$ cat src/rtl/fetch_pkg.sv
// Shared types and constants for the instruction-fetch front end.
//   fq_entry_t : one buffered fetch result, {pc, instr}
//   INSN_BYTES : address increment between sequential fetches
//   NOP_INSN   : canonical RV32I nop (addi x0, x0, 0)
package fetch_pkg;

    typedef struct packed {
        logic [31:0] pc;
        logic [31:0] instr;
    } fq_entry_t;

    localparam int unsigned INSN_BYTES = 4;
    localparam logic [31:0] NOP_INSN   = 32'h0000_0013;

endpackage

$ cat src/rtl/fetch_queue_if.sv
// Handshake bundle of the fetch queue.
//   redirect_valid/redirect_pc : taken branch/jump from EX
//   imem_req_*                 : fetch request channel to instruction memory
//   imem_rsp_*                 : in-order response channel, no backpressure
//   dec_*                      : head of queue towards the IF/ID register
// Modport master is the fetch queue itself; slave is its environment.
interface fetch_queue_if;

    logic        redirect_valid;
    logic [31:0] redirect_pc;
    logic        imem_req_valid;
    logic        imem_req_ready;
    logic [31:0] imem_req_addr;
    logic        imem_rsp_valid;
    logic [31:0] imem_rsp_data;
    logic        dec_valid;
    logic        dec_ready;
    logic [31:0] dec_pc;
    logic [31:0] dec_instr;

    modport master (
        input  redirect_valid, redirect_pc,
        output imem_req_valid, imem_req_addr,
        input  imem_req_ready,
        input  imem_rsp_valid, imem_rsp_data,
        output dec_valid, dec_pc, dec_instr,
        input  dec_ready
    );

    modport slave (
        output redirect_valid, redirect_pc,
        input  imem_req_valid, imem_req_addr,
        output imem_req_ready,
        output imem_rsp_valid, imem_rsp_data,
        input  dec_valid, dec_pc, dec_instr,
        output dec_ready
    );

endinterface

$ cat src/rtl/fq_fifo.sv
// Synchronous FIFO with a registered head entry.
//   clk, rst_n : clock, synchronous active-high reset (rst_n = 1 resets)
//   clear      : empties the FIFO; head register keeps its last value
//   push/push_data, pop : write at tail / remove head (pop ignored when empty)
//   count      : number of stored entries
//   head       : registered copy of the oldest entry; holds last value when empty
module fq_fifo
    import fetch_pkg::*;
#(
    parameter int unsigned DEPTH = 4,
    parameter type         T     = fq_entry_t
) (
    input  logic                     clk,
    input  logic                     rst_n,
    input  logic                     clear,
    input  logic                     push,
    input  T                         push_data,
    input  logic                     pop,
    output logic [$clog2(DEPTH):0]   count,
    output T                         head
);

    localparam int unsigned PtrW = $clog2(DEPTH);
    localparam int unsigned CntW = PtrW + 1;

    T               mem_q [DEPTH];
    logic [PtrW-1:0] rd_ptr_q, wr_ptr_q, rd_next;
    logic [CntW-1:0] count_q, cnt_after_pop;
    T               head_q, head_d;
    logic           pop_eff;

    always_comb begin
        pop_eff       = pop && (count_q != '0);
        rd_next       = rd_ptr_q + PtrW'(pop_eff);
        cnt_after_pop = count_q - CntW'(pop_eff);
        // Head is rebuilt every cycle so the consumer sees a flop, never the response bus.
        if (cnt_after_pop != '0) begin
            head_d = mem_q[rd_next];
        end else if (push) begin
            head_d = push_data;
        end else begin
            head_d = head_q;
        end
    end

    always_ff @(posedge clk) begin
        if (push && !clear && !rst_n) begin
            mem_q[wr_ptr_q] <= push_data;
        end
    end

    always_ff @(posedge clk) begin
        if (rst_n) begin
            rd_ptr_q <= '0;
            wr_ptr_q <= '0;
            count_q  <= '0;
            head_q   <= '0;
        end else if (clear) begin
            rd_ptr_q <= '0;
            wr_ptr_q <= '0;
            count_q  <= '0;
        end else begin
            rd_ptr_q <= rd_next;
            wr_ptr_q <= wr_ptr_q + PtrW'(push);
            count_q  <= cnt_after_pop + CntW'(push);
            head_q   <= head_d;
        end
    end

    assign count = count_q;
    assign head  = head_q;

endmodule

$ cat src/rtl/fetch_queue.sv
// Prefetching instruction-fetch front end feeding IF/ID.
//   clk   : clock
//   rst_n : synchronous reset, asserted HIGH
//   fq    : fetch_queue_if.master (redirect, imem request/response, decode handshake)
// Optional build macro FETCH_QUEUE_STATS_EN adds:
//   stat_empty_cyc : cycles where decode was ready but nothing was valid (saturating)
//   stat_redirects : number of redirects seen (saturating)
// Requests are credit-limited so every kept response always has a free queue slot.
module fetch_queue
    import fetch_pkg::*;
#(
    parameter int unsigned DEPTH    = 4,
    parameter int unsigned MAX_OUTS = 2,
    parameter logic [31:0] RESET_PC = 32'h0
) (
    input  logic          clk,
    input  logic          rst_n,
    fetch_queue_if.master fq
`ifdef FETCH_QUEUE_STATS_EN
    ,
    output logic [31:0]   stat_empty_cyc,
    output logic [31:0]   stat_redirects
`endif
);

    localparam int unsigned CntW  = $clog2(DEPTH) + 1;
    localparam int unsigned OutsW = $clog2(MAX_OUTS + 1);
    localparam int unsigned SumW  = ((CntW > OutsW) ? CntW : OutsW) + 1;

    logic [31:0]      fetch_pc_q, fetch_pc_d, rsp_pc_q, rsp_pc_d, target;
    logic [OutsW-1:0] outs_q, outs_d, discard_q, discard_d;
    logic [CntW-1:0]  count;
    logic [SumW-1:0]  inflight;
    logic             req_fire, rsp_keep, pop;
    fq_entry_t        head, push_data;

    assign target   = fq.redirect_pc & ~32'h3;
    assign inflight = SumW'(count) + SumW'(outs_q);

    assign fq.imem_req_valid = !rst_n && !fq.redirect_valid &&
                               (outs_q < OutsW'(MAX_OUTS)) && (inflight < SumW'(DEPTH));
    assign fq.imem_req_addr  = fetch_pc_q;
    assign fq.dec_valid      = (count != '0);
    assign fq.dec_pc         = head.pc;
    assign fq.dec_instr      = head.instr;

    assign req_fire  = fq.imem_req_valid && fq.imem_req_ready;
    // Responses owed to a squashed path, or arriving with a redirect, never enter the queue.
    assign rsp_keep  = fq.imem_rsp_valid && (discard_q == '0) && !fq.redirect_valid;
    assign pop       = fq.dec_valid && fq.dec_ready;
    assign push_data = '{pc: rsp_pc_q, instr: fq.imem_rsp_data};

    always_comb begin
        outs_d = outs_q + OutsW'(req_fire) - OutsW'(fq.imem_rsp_valid);
        if (fq.redirect_valid) begin
            discard_d  = outs_d;
            fetch_pc_d = target;
            rsp_pc_d   = target;
        end else begin
            discard_d  = discard_q;
            if (fq.imem_rsp_valid && (discard_q != '0)) begin
                discard_d = discard_q - 1'b1;
            end
            fetch_pc_d = fetch_pc_q + (req_fire ? 32'(INSN_BYTES) : 32'h0);
            rsp_pc_d   = rsp_pc_q + (rsp_keep ? 32'(INSN_BYTES) : 32'h0);
        end
    end

    always_ff @(posedge clk) begin
        if (rst_n) begin
            fetch_pc_q <= RESET_PC;
            rsp_pc_q   <= RESET_PC;
            outs_q     <= '0;
            discard_q  <= '0;
        end else begin
            fetch_pc_q <= fetch_pc_d;
            rsp_pc_q   <= rsp_pc_d;
            outs_q     <= outs_d;
            discard_q  <= discard_d;
        end
    end

    fq_fifo #(
        .DEPTH (DEPTH),
        .T     (fq_entry_t)
    ) u_fifo (
        .clk       (clk),
        .rst_n     (rst_n),
        .clear     (fq.redirect_valid),
        .push      (rsp_keep),
        .push_data (push_data),
        .pop       (pop),
        .count     (count),
        .head      (head)
    );

`ifdef FETCH_QUEUE_STATS_EN
    logic [31:0] stat_empty_q, stat_redir_q;

    always_ff @(posedge clk) begin
        if (rst_n) begin
            stat_empty_q <= '0;
            stat_redir_q <= '0;
        end else begin
            if (fq.dec_ready && !fq.dec_valid && (stat_empty_q != '1)) begin
                stat_empty_q <= stat_empty_q + 32'd1;
            end
            if (fq.redirect_valid && (stat_redir_q != '1)) begin
                stat_redir_q <= stat_redir_q + 32'd1;
            end
        end
    end

    assign stat_empty_cyc = stat_empty_q;
    assign stat_redirects = stat_redir_q;
`endif

    rsp_needs_outstanding: assert property (
        @(posedge clk) disable iff (rst_n) fq.imem_rsp_valid |-> (outs_q != '0));
    no_push_when_full: assert property (
        @(posedge clk) disable iff (rst_n) rsp_keep |-> (count < CntW'(DEPTH)));

endmodule

$ cat src/flat_wrapper.sv
// flat-port wrapper written by rule: the top's interface ports become plain ports
module fetch_queue_flat import fetch_pkg::*;
#(
    parameter int unsigned DEPTH    = 4,
    parameter int unsigned MAX_OUTS = 2,
    parameter logic [31:0] RESET_PC = 32'h0
)
  (clk, rst_n, fq_redirect_valid, fq_redirect_pc, fq_imem_req_valid, fq_imem_req_addr, fq_imem_req_ready, fq_imem_rsp_valid, fq_imem_rsp_data, fq_dec_valid, fq_dec_pc, fq_dec_instr, fq_dec_ready);
  fetch_queue_if fq_i ();
  input  logic clk;
  input  logic rst_n;
  input wire logic [$bits(fq_i.redirect_valid)-1:0] fq_redirect_valid;
  input wire logic [$bits(fq_i.redirect_pc)-1:0] fq_redirect_pc;
  output wire logic [$bits(fq_i.imem_req_valid)-1:0] fq_imem_req_valid;
  output wire logic [$bits(fq_i.imem_req_addr)-1:0] fq_imem_req_addr;
  input wire logic [$bits(fq_i.imem_req_ready)-1:0] fq_imem_req_ready;
  input wire logic [$bits(fq_i.imem_rsp_valid)-1:0] fq_imem_rsp_valid;
  input wire logic [$bits(fq_i.imem_rsp_data)-1:0] fq_imem_rsp_data;
  output wire logic [$bits(fq_i.dec_valid)-1:0] fq_dec_valid;
  output wire logic [$bits(fq_i.dec_pc)-1:0] fq_dec_pc;
  output wire logic [$bits(fq_i.dec_instr)-1:0] fq_dec_instr;
  input wire logic [$bits(fq_i.dec_ready)-1:0] fq_dec_ready;
  assign fq_i.redirect_valid = fq_redirect_valid;
  assign fq_i.redirect_pc = fq_redirect_pc;
  assign fq_imem_req_valid = fq_i.imem_req_valid;
  assign fq_imem_req_addr = fq_i.imem_req_addr;
  assign fq_i.imem_req_ready = fq_imem_req_ready;
  assign fq_i.imem_rsp_valid = fq_imem_rsp_valid;
  assign fq_i.imem_rsp_data = fq_imem_rsp_data;
  assign fq_dec_valid = fq_i.dec_valid;
  assign fq_dec_pc = fq_i.dec_pc;
  assign fq_dec_instr = fq_i.dec_instr;
  assign fq_i.dec_ready = fq_dec_ready;
  fetch_queue #(.DEPTH(DEPTH), .MAX_OUTS(MAX_OUTS), .RESET_PC(RESET_PC)) u_core (.clk(clk), .rst_n(rst_n), .fq(fq_i));
endmodule
$ cat config.mk
export PLATFORM = sky130hd
export DESIGN_NAME = fetch_queue_flat
export DESIGN_NICKNAME = d
export VERILOG_FILES = /design/src/rtl/fetch_pkg.sv /design/src/rtl/fetch_queue_if.sv /design/src/rtl/fq_fifo.sv /design/src/rtl/fetch_queue.sv /design/src/flat_wrapper.sv
export SDC_FILE = /design/constraint.sdc
export NUM_CORES = 1
export LEC_CHECK = 0
export CORE_UTILIZATION = 55
export CTS_CLUSTER_SIZE = 24
export DETAILED_ROUTE_END_ITERATION = 10
export GPL_TIMING_DRIVEN = 0
export PLACE_DENSITY = 0.82
export RECOVER_POWER = 25
export SLEW_MARGIN = 40
export SYNTH_ARGS = -nofsm -noshare
export SYNTH_HDL_FRONTEND = slang
export SYNTH_SLANG_ARGS = --single-unit
$ cat constraint.sdc
create_clock -name clk -period 10.7 [get_ports clk]
set_input_delay 2.14 -clock clk [delete_from_list [all_inputs] [get_ports clk]]
set_output_delay 2.14 -clock clk [all_outputs]
set_load 0.01 [all_outputs]
==> run summary <==
Max Cap Violations = 0
post-route antenna net violation count = 0
Power Dens Cells = 182 mW/mm2
worst-path fanout max = 6
CP peak stage delay = 620 ps
outcome = complete, no violations
area of the die = 0.0290 mm2
NetSw = 0.883 mW
Critical path origin = rst_n
CP max stage cell = clkdlybuf4s50_1
Worst R2R Start = u_core.u_fifo.count[2]$_SDFF_PP0_
Leak = 6.52 nW
num rows = 61
max frequency = 0.147 GHz
Arr. time, crit path = 4660 ps
number of I/O pins = 168
Distinct cells, synth = 55
Clock power frac = 0.364
total number of vias = 10900
Post-synth EDFFs = 248
grt ovf = 0
Worst slew margin = 0.449
average instance area after synthesis = 13.4 um2
Max IR drop VDD = 0.0845 mV
highest metal used = met4
Die Span X = 170 um
most frequent cells in the layout = edfxtp_1 (248), clkdlybuf4s50_1 (145), dfxtp_1 (133), nand2_1 (124), nor2_1 (91)
Num CTS Buffers = 38
Logic pwr share = 0.148
Core Area = 0.0278 mm2
drt pass-1 iters = 6
largest net degree at the start of global routing = 35
Die Y = 170 um
GRT Overall Usage = 0.274
WP data required = 8560 ps
FILL cells = 1863
Post-synth ARST share = 0
HP Start = u_core.u_fifo.head[2]$_SDFFE_PP0P_
Routed met3 length = 3270 um
number of synthesized register bits = 381
post-CTS sizing = 0
DRC Markers = 0
R2R cell count = 10
final setup vio count = 0
Tightest Pin Transition = 819 ps
pins over their slew limit = 0
Pwr Total = 3.49 mW
Hold Path Depth = 2
Sw Share = 0.253
final critical-path required period = 6800 ps
Synth Flop Type = edfxtp_1
WL met1 = 14900 um
vias per cell = 6.08
crit share post-route = 0.635
Yosys warning count = 0
crit path cell chain = clkdlybuf4s50_1 > or2_2 > clkbuf_1 > or4_1 > a31oi_1 > clkdlybuf4s50_1
HPWL after detailed placement = 26600 um
first-iteration detailed-routing DRC count = 1258
most used cell, CP = clkdlybuf4s50_1
Worst path depth = 6
Final Core Density = 0.689
critical path class = in2out
RSZ-0062 raised after global routing = false
worst hold slack = 496 ps
first-pass GRT wire length = 59900 um
Layout Nets = 1470
Cells after Synth = 1157
Worst Setup End Kind = primary output
GPL Wtd Cong = 0.900
WL final = 39000 um
Final Skew = 14.6 ps
Clock Latency Late Sink = 520 ps
worst-case clock buffer depth = 3
hold crit path type = reg2reg
sequential fraction of the synthesis area = 0.650
Initial Util = 0.560
CTS tree = done
clock sinks = 381
metal2 WL = 19600 um
# Post-CTS Setup Buffers = 0
drt wl/cell = 21.7 um
Final Hold Viols = 0
internal power = 2.61 mW
proportion of layout cells with a drive suffix above 1 = 0.122
most common cell after layout, fill and taps aside = edfxtp_1
part of the power in registers = 0.488
delay-heaviest family, CP = buffers and inverters
CP Launch Type = primary input
Critical path buffers and inverters = 3
port buffer count = 161
placed cells = 1724
Clk pin slew, worst setup/hold paths = 60 ps
area grow syn2layout = 23.1%
CTS H-tree lvls = 2
final non-filler cell total = 1793
initial antenna violation count = 0
Cell Area, Synth = 0.0156 mm2
hold_buf cts = 0
Root Buffer Master = clkbuf_16
vias in the first global route = 10900
-- cell type report --
type	count	area, um2	area share
clock inverter	11	118	0.00614
clock buffer	57	1060	0.0552
sequential	381	10100	0.528
buffer	77	319	0.0167
multi-input combinational	668	5070	0.265
antenna	1	2.50	0.000131
tap	378	473	0.0247
timing repair buffer	186	1870	0.0976
inverter	34	128	0.00666
-- logic make-up (layout without fill, tap and decap cells) --
kind of cell	Yosys count	after routing	synth area share
DFF	381	381	0.650
and+or+nand+nor	363	363	0.115
AOI/OAI and AO/OA	195	195	0.0886
buffers and inverters	111	365	0.0287
muxes	62	62	0.0898
xor gates and xnor gates	30	30	0.0169
adders and majority gates	14	14	0.0113
other	1	5	0.000241
-- layer usage --
| layer | track usage | vias up |
|---|---|---|
| met4 | 0.101 | 0 |
| met1 | 0.352 | 5345 |
| met5 | 0 | - |
| met3 | 0.0444 | 89 |
| li1 | - | 4872 |
| met2 | 0.471 | 604 |
-- synth_stat cells, drive strengths merged (3+ instances only) --
cell    instances  share of area
edfxtp        248           0.48
dfxtp         133           0.17
nand2         124          0.030
nor2           93          0.022
mux4           62          0.090
clkbuf         57          0.014
a311oi         42          0.024
a211oi         39          0.019
o21ai          37          0.012
inv            34         0.0082
xnor2          24          0.014
a21oi          23         0.0074
a21boi         21          0.010
nor3           21         0.0068
and4           20          0.011
buf            20         0.0068
nand4          18         0.0072
nor4           18         0.0076
nand3          15         0.0056
and3           14         0.0057
ha             14          0.011
nor2b          11         0.0044
o21bai         11         0.0053
and2            9         0.0036
xor2            6         0.0034
a31oi           5         0.0020
a211o           3         0.0017
nor4b           3         0.0017
or2             3         0.0012
or3             3         0.0013
or4             3         0.0017
-- flip-flops by register name (all words and copies together) (netlist names) --
| register | count |
|---|---|
| u_core.u_fifo.rd_ptr_q | 2 |
| u_core.u_fifo.head | 62 |
| u_core.outs_q | 2 |
| u_core.u_fifo.wr_ptr_q | 2 |
| u_core.u_fifo.mem_q | 248 |
| u_core.rsp_pc_q | 30 |
| u_core.u_fifo.count | 3 |
| u_core.discard_q | 2 |
| u_core.fq.imem_req_addr | 30 |
-- power groups by stage --
stage          Clock, mW  Combinational [mW]  Sequential, mW
2_1_floorplan          0               0.255            1.74
3_3_place_gp           0               0.484            1.73
3_5_place_dp           0               0.507            1.73
4_1_cts             1.28               0.516            1.70
5_1_grt             1.33               0.559            1.71
6_report            1.27               0.515            1.71
-- tightest hold or removal path: cells and delay by family (launching register included) --
| family | cells | cell delay, ps |
|---|---|---|
| AOI/OAI and AO/OA | 1 | 50 |
| DFF | 1 | 310 |
| and+or+nand+nor | 1 | 90 |
-- per-stage QoR --
step / worst slack [ps] / instance area, um2 / TNS [ps]
2_1_floorplan: 1420 / 15600 / 0
3_3_place_gp: -3460 / 17700 / -214440
3_5_place_dp: 4010 / 18000 / 0
4_1_cts: 3940 / 19100 / 0
5_1_grt: 3850 / 19100 / 0
6_report: 3900 / 19100 / 0
-- final timing paths --
kind / slack, ps / to
max: 3900 / fq_imem_req_valid
min: 500 / u_core.u_fifo.head[2]$_SDFFE_PP0P_
max reg2reg: 6930 / u_core.u_fifo.head[59]$_SDFFE_PP0P_
min reg2reg: 500 / u_core.u_fifo.head[2]$_SDFFE_PP0P_
(Power assumes the default switching activity.)
